--- src/rtl/return_sequencer.sv ---
// Return sequencer for the vending-machine datapath: owns the inactivity countdown
// and, on timeout or user request, returns coins one per cycle, largest first.
module return_sequencer #(
  parameter int NUM_COINS  = 3,
  parameter int NUM_ITEMS  = 4,
  parameter int TOTAL_BITS = 31,
  parameter int WAIT_TIME  = 100,
  parameter int COIN_VAL0  = 100,
  parameter int COIN_VAL1  = 500,
  parameter int COIN_VAL2  = 1000
) (
  input  logic                  clk,
  input  logic                  reset_n,
  input  logic [NUM_COINS-1:0]  i_input_coin,
  input  logic [NUM_ITEMS-1:0]  i_output_item,
  input  logic                  i_trigger_return,
  input  logic [TOTAL_BITS-1:0] current_total,
  output logic [31:0]           wait_time,
  output logic [NUM_COINS-1:0]  o_return_coin,
  output logic                  o_returning
);

  typedef enum logic [1:0] {
    ST_IDLE,
    ST_WAIT,
    ST_RETURN
  } state_t;

  // One extra bit so coin values always compare as zero-extended quantities.
  typedef logic [TOTAL_BITS:0] cmp_t;

  localparam cmp_t        CV0    = cmp_t'(COIN_VAL0);
  localparam cmp_t        CV1    = cmp_t'(COIN_VAL1);
  localparam cmp_t        CV2    = cmp_t'(COIN_VAL2);
  localparam logic [31:0] RELOAD = 32'(WAIT_TIME);

  state_t state;
  cmp_t   total_ext;
  logic   has_coin;
  logic   activity;

  function automatic logic [NUM_COINS-1:0] coin_select(input cmp_t total);
    logic [NUM_COINS-1:0] sel;
    sel = '0;
    if (total >= CV2)      sel[2] = 1'b1;
    else if (total >= CV1) sel[1] = 1'b1;
    else if (total >= CV0) sel[0] = 1'b1;
    return sel;
  endfunction

  assign total_ext = {1'b0, current_total};
  assign has_coin  = (total_ext >= CV0);
  assign activity  = (|i_input_coin) || (|i_output_item);

  always_ff @(posedge clk or negedge reset_n) begin
    if (!reset_n) begin
      state     <= ST_IDLE;
      wait_time <= '0;
    end else begin
      case (state)
        ST_IDLE: begin
          wait_time <= '0;
          if (|i_input_coin) begin
            state     <= ST_WAIT;
            wait_time <= RELOAD;
          end
        end
        ST_WAIT: begin
          if (i_trigger_return) begin
            state     <= ST_RETURN;
            wait_time <= '0;
          end else if (activity) begin
            wait_time <= RELOAD;
          end else if (wait_time > 32'd1) begin
            wait_time <= wait_time - 32'd1;
          end else begin
            // Countdown expired: only go through RETURN if a whole coin is owed.
            wait_time <= '0;
            state     <= has_coin ? ST_RETURN : ST_IDLE;
          end
        end
        ST_RETURN: begin
          wait_time <= '0;
          if (!has_coin) state <= ST_IDLE;
        end
        default: begin
          state     <= ST_IDLE;
          wait_time <= '0;
        end
      endcase
    end
  end

  // Coin choice follows the total combinationally; the datapath subtracts it the same edge.
  assign o_return_coin = (state == ST_RETURN) ? coin_select(total_ext) : '0;
  assign o_returning   = (state == ST_RETURN);

endmodule

--- config.mk ---
export PLATFORM = sky130hd
export DESIGN_NAME = return_sequencer
export DESIGN_NICKNAME = d
export VERILOG_FILES = /design/src/rtl/return_sequencer.sv
export SDC_FILE = /design/constraint.sdc
export NUM_CORES = 1
export LEC_CHECK = 0
export CORE_MARGIN = 4
export CORE_UTILIZATION = 50
export CTS_CLUSTER_SIZE = 8
export DETAILED_ROUTE_END_ITERATION = 12
export DONT_BUFFER_PORTS = 1
export GPL_TIMING_DRIVEN = 0
export PLACE_DENSITY = 0.68
export SLEW_MARGIN = 0
export SYNTH_ARGS = -nofsm -noshare
export SYNTH_HDL_FRONTEND = slang
export SYNTH_SLANG_ARGS = --single-unit
--- constraint.sdc ---
create_clock -name clk -period 5.1 [get_ports clk]
set_input_delay 0.51 -clock clk [delete_from_list [all_inputs] [get_ports clk]]
set_output_delay 0.51 -clock clk [all_outputs]
set_load 0.1 [all_outputs]
==> qor.csv <==
metric,value,unit
CTS resizes,0,
"Setup violations, final",0,
Routability Congestion,0.878,
fin worst setup slack,1.92,ns
Switching Fraction,45.7,%
H-tree levels,2,
Mapped Nets,252,
vias in the first global route,1722,
first-pass GRT wire length,7970,um
"CTS clk-pin slew, worst paths",0.07,ns
sw power,457,uW
post-route ant nets,0,
WL final,4770,um
FF-to-FF setup slack,1.92,ns
# diodes,0,
DIE HEIGHT,70.3,um
Remaining DRCs,0,
synthesized flop and latch total,34,
layout cells sized above 1,14.6,%
clk_lat worst skew,0.28,ns
io pins,77,
asr flop ratio synth,100,%
"Avg Cell Area, Syn",9.27,sq um
Max-slew headroom,28.8,%
fin util,57.4,%
TritonCTS Sinks,34,
max-slew violations,0,
Tcrit/Tclk final,62.3,%
IO Port Bufs,0,
internal power,542,uW
Crit path top cell by count,buf_2,
CP arrival,3.31,ns
clock skew,0.00487,ns
First-pass DRT Iterations,4,
Crit path buffers/inverters,2,
initial core utilization,52.2,%
num rows,22,
Global Route Usage Sum,20.2,%
ys flop type,dfrtp_1,
Max Clk Rate,315,MHz
pwr/cell area,468,nW/um^2
crit-path leading delay family,simple AND/OR/NAND/NOR gates,
clock power share,20.2,%
Final #Nets,261,
largest net degree at the start of global routing,35,
WS Path Type,flip-flop to flip-flop,
final hold vios,0,
final hold slack,0.0542,ns
Critical Path Source Type,flip-flop,
CTS tree,done,
Yosys warning count,0,
Die Width,70.3,um
setup bufs post-CTS,0,
sequential share of power,41.4,%
Post-synth EDFFs,0,
RSZ-0062 raised after global routing,false,
WL/cell,17.8,um
"Seq/Total Area, Yosys",43.9,%
clock root buffer,clkbuf_8,
worst path required time,5.23,ns
worst-margin pin slew,1.07,ns
Final Power,998,uW
Setup WS pre-CTS,1.97,ns
"Max FO, Critical Path",10,
dpl hpwl,3530,um
Min-Delay Path Class,primary input to asynchronous set/reset pin,
worst stage delay on the critical path,0.78,ns
status,completed,
Slowest cell on crit path,dfrtp_1,
CTS Buf Count,5,
Setup crit end kind,flip-flop,
Post-Syn Area,1940,sq um
via count,1647,
vias per inst,6.17,
die area,4940,sq um
setup TNS,0,ns
max cap viols,0,
worst ir drop on vdd,209,uV
Area Overhead vs Synth,10.1,%
Max Root-Sink Buffers,2,
Initial DRC Count,106,
Comb power frac,38.4,%
leakage power,0.915,nW
CP cell instances,or4_4 -> nor4_4 -> a311oi_1 -> nand2_1 -> buf_2 -> buf_2 -> nor2_1,
Placeable Area,3720,sq um
Worst Reg-to-Reg Cells,7,
min Tclk post-route,3.18,ns
Synth Instances,209,
reg2reg end,wait_time[0]$_DFF_PN0_,
worst reg2reg startpoint,wait_time[17]$_DFF_PN0_,
initial antenna violation count,0,
GRT overflow,0,
Cell variety after synth,36,
[cells in the mapped netlist, types with 3 or more instances]
cell / number / area (sq um)
nor2_1: 42 / 158
dfrtp_1: 34 / 851
xnor2_1: 16 / 140
nor4_1: 13 / 81.3
nand2_1: 11 / 41.3
xor2_1: 11 / 96.3
nor3_1: 9 / 45.0
or2_2: 7 / 43.8
o21ai_0: 6 / 30.0
or3_1: 6 / 37.5
inv_1: 5 / 18.8
nand3_1: 5 / 25.0
or4_1: 5 / 37.5
nand4_1: 4 / 25.0
buf_2: 3 / 15.0
nor4_2: 3 / 37.5
[sequential cells by signal, summed over array words and instances, names as in the netlist]
signal and count:
state 2, wait_time 32
[cells by family (layout without fill, tap and decap cells)]
family / Yosys count / count (layout) / synth area share (%)
xor gates and xnor gates: 27 / 27 / 12.2
and+or+nand+nor: 117 / 117 / 33.6
DFF: 34 / 34 / 43.9
AOI/OAI and AO/OA: 18 / 18 / 6.26
buffers and inverters: 11 / 21 / 2.71
adders and majority gates: 2 / 2 / 1.29
[worst max path at each step]
| stage | from | end | slack (ns) | cells after the start |
|---|---|---|---|---|
| final | wait_time[17]$_DFF_PN0_ | wait_time[0]$_DFF_PN0_ | 1.92 | 7 |
| after global routing | wait_time[17]$_DFF_PN0_ | wait_time[0]$_DFF_PN0_ | 1.71 | 7 |
| after CTS | wait_time[17]$_DFF_PN0_ | wait_time[0]$_DFF_PN0_ | 1.95 | 7 |
| after detailed placement | wait_time[17]$_DFF_PN0_ | wait_time[0]$_DFF_PN0_ | 1.97 | 7 |
| after global placement | current_total[12] | o_return_coin[0] | 0.17 | 4 |
| after floorplan | current_total[23] | o_return_coin[0] | 0.31 | 4 |
[power groups by stage]
stage	Combinational (mW)	Clock (mW)	Sequential, mW
after floorplan	0.319	0	0.408
after global placement	0.362	0	0.415
after detailed placement	0.375	0	0.419
after CTS	0.386	0.207	0.413
after global routing	0.421	0.222	0.418
final	0.384	0.201	0.413
[layout by cell type (no fill, tap or decap), types with 2 or more instances in the layout]
master / count
xnor2_1: 16
or4_4: 2
clkbuf_8: 6
or2_2: 7
inv_1: 5
o21bai_1: 2
nor4_1: 13
nand3_1: 5
nor4_2: 3
clkbuf_1: 3
xor2_1: 11
or3_1: 6
nor2_2: 3
or4_1: 5
ha_1: 2
nor2_1: 41
nand2_1: 11
buf_2: 3
nand4_1: 4
o31ai_1: 2
nor3_1: 9
a21oi_1: 2
and2_1: 2
nor4_4: 2
dfrtp_1: 34
o21ai_0: 6
[routing by layer]
metal	GRT usage, %	wire length, um	vias up	share of wire [%]
met4	8.51	57	0	1.2
met2	33.7	2430	60	51
met3	7.05	383	6	8.0
met5	0	0	-	0
met1	23.2	1890	821	40
li1	-	-	760	-
[area by class of cell]
type | count | area (sq um)
Sequential cell | 34 | 851
Inverter | 5 | 18.8
Fill cell | 332 | 1580
Multi-Input combinational cell | 164 | 1040
Clock inverter | 1 | 5.00
Clock buffer | 7 | 86.3
Buffer | 6 | 33.8
Timing Repair Buffer | 2 | 35.0
Tap cell | 48 | 60.1
[worst reg2reg max path: cells and delay by family (launching register included)]
family | cells | cell delay [ns]
AO/OA/AOI/OAI | 1 | 0.20
buffers and inverters | 2 | 0.57
flip-flops | 1 | 0.78
AND/OR/NAND/NOR | 4 | 1.47
[metrics by stage]
stage	std cells	area (sq um)
2_1_floorplan	209	1940
3_3_place_gp	257	2000
3_5_place_dp	258	2020
4_1_cts	267	2130
5_1_grt	267	2130
6_report	267	2130
[what timing repair did]
item / in CTS / in global routing
hold endpoints to repair: 34 / 0
setup endpoints to repair: 0 / 0
hold buffers: 1 / 0
No activity file was read; power rests on OpenSTA's default activity.
